## config.mk

```make
export PLATFORM = sky130hd
export DESIGN_NAME = tx_gearbox_ser_flat
export DESIGN_NICKNAME = d
export VERILOG_FILES = /design/src/rtl/tx_gearbox_ser_if.sv /design/src/rtl/tx_gearbox_ser.sv /design/src/flat_wrapper.sv
export SDC_FILE = /design/constraint.sdc
export NUM_CORES = 1
export LEC_CHECK = 0
export CORE_MARGIN = 2
export CORE_UTILIZATION = 40
export CTS_BUF_LIST = sky130_fd_sc_hd__clkbuf_2
export CTS_CLUSTER_DIAMETER = 60
export DETAILED_ROUTE_END_ITERATION = 8
export SLEW_MARGIN = 5
export SYNTH_ARGS = -nofsm -noshare
export SYNTH_HDL_FRONTEND = slang
export SYNTH_SLANG_ARGS = --single-unit
```

## constraint.sdc

```tcl
create_clock -name clk -period 3.4 [get_ports clk]
set_clock_uncertainty 0.2 [all_clocks]
set_input_delay 0.68 -clock clk [delete_from_list [all_inputs] [get_ports clk]]
set_output_delay 0.68 -clock clk [all_outputs]
set_load 0.02 [all_outputs]
```

## src/rtl/tx_gearbox_ser_if.sv

```systemverilog
// Word-in / slice-out bus of the TX gearbox: lane-packed words in, lane-packed slices out.
// The source drives the master side; the gearbox takes the slave side.
interface tx_gearbox_ser_if #(
  parameter int LANES = 4,
  parameter int IN_W  = 32,
  parameter int OUT_W = 2
);
  logic                   in_valid;
  logic                   in_ready;
  logic [LANES*IN_W-1:0]  in_data;
  logic                   in_msb_first;
  logic [LANES*OUT_W-1:0] out_data;
  logic                   out_valid;

  modport master (
    output in_valid, in_data, in_msb_first,
    input  in_ready, out_data, out_valid
  );

  modport slave (
    input  in_valid, in_data, in_msb_first,
    output in_ready, out_data, out_valid
  );
endinterface

```

## src/rtl/tx_gearbox_ser.sv

```systemverilog
// Multi-lane word-to-slice TX gearbox with idle fill and gap counter; first slice one edge after handshake.
// Backpressure: registered in_ready = !hold_full; a shifter plus one hold word keep the slice stream gap-free.
module tx_gearbox_ser #(
  parameter int LANES     = 4,
  parameter int IN_W      = 32,
  parameter int OUT_W     = 2,
  parameter int GAP_CNT_W = 16
) (
  input  logic                 clk,
  input  logic                 rst,
  tx_gearbox_ser_if.slave      bus,
  input  logic [OUT_W-1:0]     idle_pattern,
  input  logic                 gap_clr,
  output logic [GAP_CNT_W-1:0] gap_cnt
);
  localparam int RATIO = IN_W / OUT_W;
  localparam int CNT_W = (RATIO > 1) ? $clog2(RATIO) : 1;
  localparam logic [CNT_W-1:0] LAST = CNT_W'(RATIO - 1);

  if (IN_W % OUT_W != 0) begin : g_bad_ratio
    $error("tx_gearbox_ser: OUT_W must divide IN_W");
  end

  typedef enum logic {IDLE, RUN} state_t;

  state_t                 state_q, state_d;
  logic [CNT_W-1:0]       cnt_q, cnt_d;
  logic [LANES*IN_W-1:0]  shift_q, shift_d, hold_q, hold_d;
  logic                   shift_msb_q, shift_msb_d, hold_msb_q, hold_msb_d;
  logic                   hold_full_q, hold_full_d;
  logic                   ready_q;
  logic [LANES*OUT_W-1:0] out_data_q, out_data_d;
  logic                   out_valid_q, out_valid_d;
  logic [GAP_CNT_W-1:0]   gap_q;
  logic                   seen_q;
  logic                   hs;

  assign hs            = bus.in_valid && ready_q;
  assign bus.in_ready  = ready_q;
  assign bus.out_data  = out_data_q;
  assign bus.out_valid = out_valid_q;
  assign gap_cnt       = gap_q;

  // MSB-first is handled by bit-reversing each lane word, so both orders share one extractor.
  function automatic logic [LANES*OUT_W-1:0] slice_of(input logic [LANES*IN_W-1:0] w,
                                                      input logic msb,
                                                      input logic [CNT_W-1:0] idx);
    logic [LANES*OUT_W-1:0] r;
    logic [IN_W-1:0]        lw, rv, sh;
    r = '0;
    for (int n = 0; n < LANES; n++) begin
      lw = w[n*IN_W +: IN_W];
      rv = lw;
      if (msb) begin
        for (int k = 0; k < IN_W; k++) rv[k] = lw[IN_W-1-k];
      end
      sh = rv >> (int'(idx) * OUT_W);
      r[n*OUT_W +: OUT_W] = sh[OUT_W-1:0];
    end
    return r;
  endfunction

  always_comb begin
    state_d     = state_q;
    cnt_d       = cnt_q;
    shift_d     = shift_q;
    shift_msb_d = shift_msb_q;
    hold_d      = hold_q;
    hold_msb_d  = hold_msb_q;
    hold_full_d = hold_full_q;
    out_valid_d = 1'b0;
    out_data_d  = {LANES{idle_pattern}};
    case (state_q)
      IDLE: begin
        if (hs) begin
          shift_d     = bus.in_data;
          shift_msb_d = bus.in_msb_first;
          out_data_d  = slice_of(bus.in_data, bus.in_msb_first, '0);
          out_valid_d = 1'b1;
          // With a single slice per word the word is fully emitted here, so the shifter stays empty.
          cnt_d       = (RATIO == 1) ? '0 : CNT_W'(1);
          state_d     = (RATIO == 1) ? IDLE : RUN;
        end
      end
      RUN: begin
        out_data_d  = slice_of(shift_q, shift_msb_q, cnt_q);
        out_valid_d = 1'b1;
        if (cnt_q == LAST) begin
          cnt_d = '0;
          if (hold_full_q) begin
            shift_d     = hold_q;
            shift_msb_d = hold_msb_q;
            hold_full_d = 1'b0;
          end else if (hs) begin
            shift_d     = bus.in_data;
            shift_msb_d = bus.in_msb_first;
          end else begin
            state_d = IDLE;
          end
        end else begin
          cnt_d = cnt_q + CNT_W'(1);
          if (hs) begin
            hold_d      = bus.in_data;
            hold_msb_d  = bus.in_msb_first;
            hold_full_d = 1'b1;
          end
        end
      end
    endcase
  end

  always_ff @(posedge clk) begin
    if (rst) begin
      state_q     <= IDLE;
      cnt_q       <= '0;
      shift_q     <= '0;
      shift_msb_q <= 1'b0;
      hold_q      <= '0;
      hold_msb_q  <= 1'b0;
      hold_full_q <= 1'b0;
      ready_q     <= 1'b0;
      out_data_q  <= '0;
      out_valid_q <= 1'b0;
      gap_q       <= '0;
      seen_q      <= 1'b0;
    end else begin
      state_q     <= state_d;
      cnt_q       <= cnt_d;
      shift_q     <= shift_d;
      shift_msb_q <= shift_msb_d;
      hold_q      <= hold_d;
      hold_msb_q  <= hold_msb_d;
      hold_full_q <= hold_full_d;
      ready_q     <= !hold_full_d;
      out_data_q  <= out_data_d;
      out_valid_q <= out_valid_d;
      // Gaps only count once data has flowed, so link bring-up idle does not pollute diagnostics.
      if (gap_clr) begin
        gap_q  <= '0;
        seen_q <= out_valid_d;
      end else if (out_valid_d) begin
        seen_q <= 1'b1;
      end else if (seen_q && (gap_q != '1)) begin
        gap_q <= gap_q + GAP_CNT_W'(1);
      end
    end
  end
endmodule

```

## src/flat_wrapper.sv

```systemverilog
// flat-port wrapper written by rule: the top's interface ports become plain ports
module tx_gearbox_ser_flat 
#(
  parameter int LANES     = 4,
  parameter int IN_W      = 32,
  parameter int OUT_W     = 2,
  parameter int GAP_CNT_W = 16
)
  (clk, rst, idle_pattern, gap_clr, gap_cnt, bus_in_valid, bus_in_data, bus_in_msb_first, bus_in_ready, bus_out_data, bus_out_valid);
  tx_gearbox_ser_if #(.LANES(LANES), .IN_W(IN_W), .OUT_W(OUT_W)) bus_i ();
  input  logic clk;
  input  logic rst;
  input  logic [OUT_W-1:0] idle_pattern;
  input  logic gap_clr;
  output logic [GAP_CNT_W-1:0] gap_cnt;
  input wire logic [$bits(bus_i.in_valid)-1:0] bus_in_valid;
  input wire logic [$bits(bus_i.in_data)-1:0] bus_in_data;
  input wire logic [$bits(bus_i.in_msb_first)-1:0] bus_in_msb_first;
  output wire logic [$bits(bus_i.in_ready)-1:0] bus_in_ready;
  output wire logic [$bits(bus_i.out_data)-1:0] bus_out_data;
  output wire logic [$bits(bus_i.out_valid)-1:0] bus_out_valid;
  assign bus_i.in_valid = bus_in_valid;
  assign bus_i.in_data = bus_in_data;
  assign bus_i.in_msb_first = bus_in_msb_first;
  assign bus_in_ready = bus_i.in_ready;
  assign bus_out_data = bus_i.out_data;
  assign bus_out_valid = bus_i.out_valid;
  tx_gearbox_ser #(.LANES(LANES), .IN_W(IN_W), .OUT_W(OUT_W), .GAP_CNT_W(GAP_CNT_W)) u_core (.clk(clk), .rst(rst), .bus(bus_i), .idle_pattern(idle_pattern), .gap_clr(gap_clr), .gap_cnt(gap_cnt));
endmodule
```

==> flow_summary.json <==
{
  "syn_inst": 1550,
  "p_seq_share_pct": 49.0,
  "worstMarginPinSlew_ns": 1.038,
  "reg2reg_from": "u_core.cnt_q[0]",
  "place.gp.congestion": 0.8530,
  "stdcell_area_mm2": 0.01594,
  "intPower_mw": 5.337,
  "cts_resized": 0,
  "synth-edff-count": 0,
  "startpoint_type": "register",
  "postRouteAntennaNets": 0,
  "yosysUniqueCellTypes": 46,
  "outcome": "finished clean",
  "peakVddDrop_mv": 0.2406,
  "cts_made_buffers": 81,
  "h-tree-depth": 3,
  "rows": 66,
  "ys_seq_area_share_pct": 43.85,
  "layout-drive-gt1-share_pct": 12.85,
  "period_needed_ns": 2.961,
  "drt_wl_total_mm": 39.62,
  "rsz0062_at_grt": "no",
  "critical_path_class": "register to output port",
  "dieWidth_um": 186.3,
  "nets": 1808,
  "hp-start": "bus_in_data[19]",
  "path_delay_family": "buffers and inverters",
  "setup_tns_ns": 0,
  "ys_top_cells_by_area": "dfxtp_1, nand2_1, o22ai_1",
  "power_frac_comb_pct": 15.2,
  "drcViolationCount": 0,
  "antenna_found_initial": 1,
  "insertion_delay_ns": 0.87,
  "hold_violations": 0,
  "pre_cts_ws_ns": 0.3011,
  "total_power_mw": 7.609,
  "yosysWarningCount": 0,
  "pin_count": 161,
  "post-route-period-util_pct": 87.10,
  "cp_cell_sequence": "clkdlybuf4s50_1",
  "dpl_cell_area_mm2": 0.01514,
  "clk_pin_slew_worst_paths_ns": 0.09,
  "port_buffers": 160,
  "grt_pass1_vias": 11738,
  "cts_buffer_depth": 3,
  "wl_per_cell_um": 18.17,
  "cp_max_fo": 9,
  "async_flop_share_pct": 0,
  "cp.required_ns": 2.52,
  "die_y_um": 186.3,
  "die-area_mm2": 0.03469,
  "drtPass1Iterations": 5,
  "ys_ff_latch": 291,
  "yosysTopAreaCell": "dfxtp_1",
  "synth.net_count": 1687,
  "cts_setup_buffers": 0,
  "hold_class": "input port to register",
  "drv_slew": 0,
  "grt.total_usage_pct": 22.55,
  "overflow": 0,
  "dr_total_vias": 12190,
  "p_per_area_mw_per_mm2": 477.2,
  "avgViaCountPerCell": 5.592,
  "root_buffer": "clkbuf_2",
  "cts_tree": "yes",
  "crit_buf_inv": 1,
  "cpMaxStageDelayCell": "clkdlybuf4s50_1",
  "slew_headroom_pct": 30.66,
  "synth_top_area_share_pct": 43.85,
  "whs_ns": 0.1673,
  "synth_common_cells": "dfxtp_1, nand2_1, nor2_1, o22ai_1, a21oi_1",
  "startpoint": "u_core.gap_cnt[15]",
  "p_sw_mw": 2.271,
  "grt_pass1_wl_mm": 62.32,
  "fin_ws_ns": 0.4385,
  "rrSetupSlack_ns": 0.67,
  "syn_area_mm2": 0.01329,
  "finalSetupViolations": 0,
  "drv_cap": 0,
  "yosysMostFrequentCell": "dfxtp_1",
  "clockPowerShare_pct": 35.8,
  "cp-end-kind": "output port",
  "synth_ff_type": "dfxtp_1",
  "cts_sinks": 291,
  "syn_area_per_cell_um2": 8.572,
  "drt_iter0_drc": 999,
  "initial_core_util_pct": 40.73,
  "cp_data_arrival_time_ns": 2.08,
  "grt_max_degree": 131,
  "max_stage_delay_ns": 0.68,
  "p_leak_nw": 5.476,
  "holdBufCountCts": 0,
  "dp_hpwl_mm": 24.85,
  "fmax_mhz": 337.7,
  "core-area_mm2": 0.03262,
  "area_growth_pct": 19.99,
  "switching_share_pct": 29.85
}
## cell families (layout without fill, tap and decap cells)
family                     after synthesis  count (layout)  synth area share [%]
AOI/OAI and AO/OA                      496             496                 24.05
and+or+nand+nor                        485             485                 14.61
DFF                                    291             291                 43.85
buffers and inverters                  158             344                 5.528
muxes                                  105             105                 10.92
xor gates and xnor gates                13              13                0.8570
adders and majority gates                2               2                0.1883
other                                    0               2                     0
## worst paths after layout
check | end | cells past startpoint
hold reg to reg | u_core.hold_q[76] | 2
setup reg to reg | u_core.hold_q[43] | 7
hold / removal | u_core.hold_q[19] | 3
setup / recovery | gap_cnt[15] | 1
## area by class of cell
class	count	area (µm²)
Timing Repair Buffer	192	1971
Antenna cell	2	5.005
Inverter	4	15.01
Clock inverter	21	161.4
Multi-Input combinational cell	1101	6771
Clock buffer	127	635.6
Fill cell	3147	16680
Sequential cell	291	5831
Tap cell	442	553.0
## placed cells by master, fill, tap and decap left out, types with 4 or more instances in the layout
cell,synthesis,final
dfxtp_1,291,289
nand2_1,270,266
nor2_1,169,168
o22ai_1,162,162
clkdlybuf4s50_1,0,159
a21oi_1,154,154
a211oi_1,130,130
clkbuf_2,0,127
mux2i_1,73,73
mux4_2,32,32
buf_4,2,22
a22oi_1,17,17
clkinv_1,0,12
buf_12,2,10
or3_1,9,9
xnor2_1,9,9
a211o_1,8,8
a211oi_2,8,8
nand3_1,6,6
nor2b_1,6,6
nand4_1,5,5
nand2b_1,5,5
nand2_4,0,4
inv_1,4,4
o21ai_0,4,4
xor2_1,4,4
## registers in the layout, summed over array words and instances (netlist names)
register,count
u_core.bus.out_valid,1
u_core.shift_q,128
u_core.state_q,1
u_core.shift_msb_q,1
u_core.hold_full_q,1
u_core.gap_cnt,16
u_core.seen_q,1
u_core.bus.in_ready,1
u_core.hold_msb_q,1
u_core.hold_q,128
u_core.cnt_q,4
u_core.bus.out_data,8
## power by group through the flow
stage | clock network, mW | registers (mW) | logic [mW]
CTS | 2.80 | 3.73 | 1.16
finish | 2.72 | 3.73 | 1.16
detailed placement | 0 | 3.80 | 1.15
floorplan | 0 | 3.76 | 0.756
global route | 2.98 | 3.75 | 1.26
global placement | 0 | 3.80 | 1.14
## metrics by stage
| step | utilization (%) | instances |
|---|---|---|
| after floorplan | - | 1550 |
| after global placement | 46.42 | 2030 |
| after detailed placement | 46.42 | 2030 |
| after CTS | 48.86 | 2178 |
| after global routing | 48.88 | 2180 |
| final | 48.88 | 2180 |
## per-layer routing
layer / global-route usage (%) / vias to the layer above / wire [µm]
met5: 0 / - / 0
met4: 6.457 / 0 / 637
met3: 4.206 / 56 / 2713
met2: 35.79 / 404 / 17990
met1: 31.37 / 5814 / 18280
li1: - / 5916 / -
No activity file was read; power rests on OpenSTA's default activity.
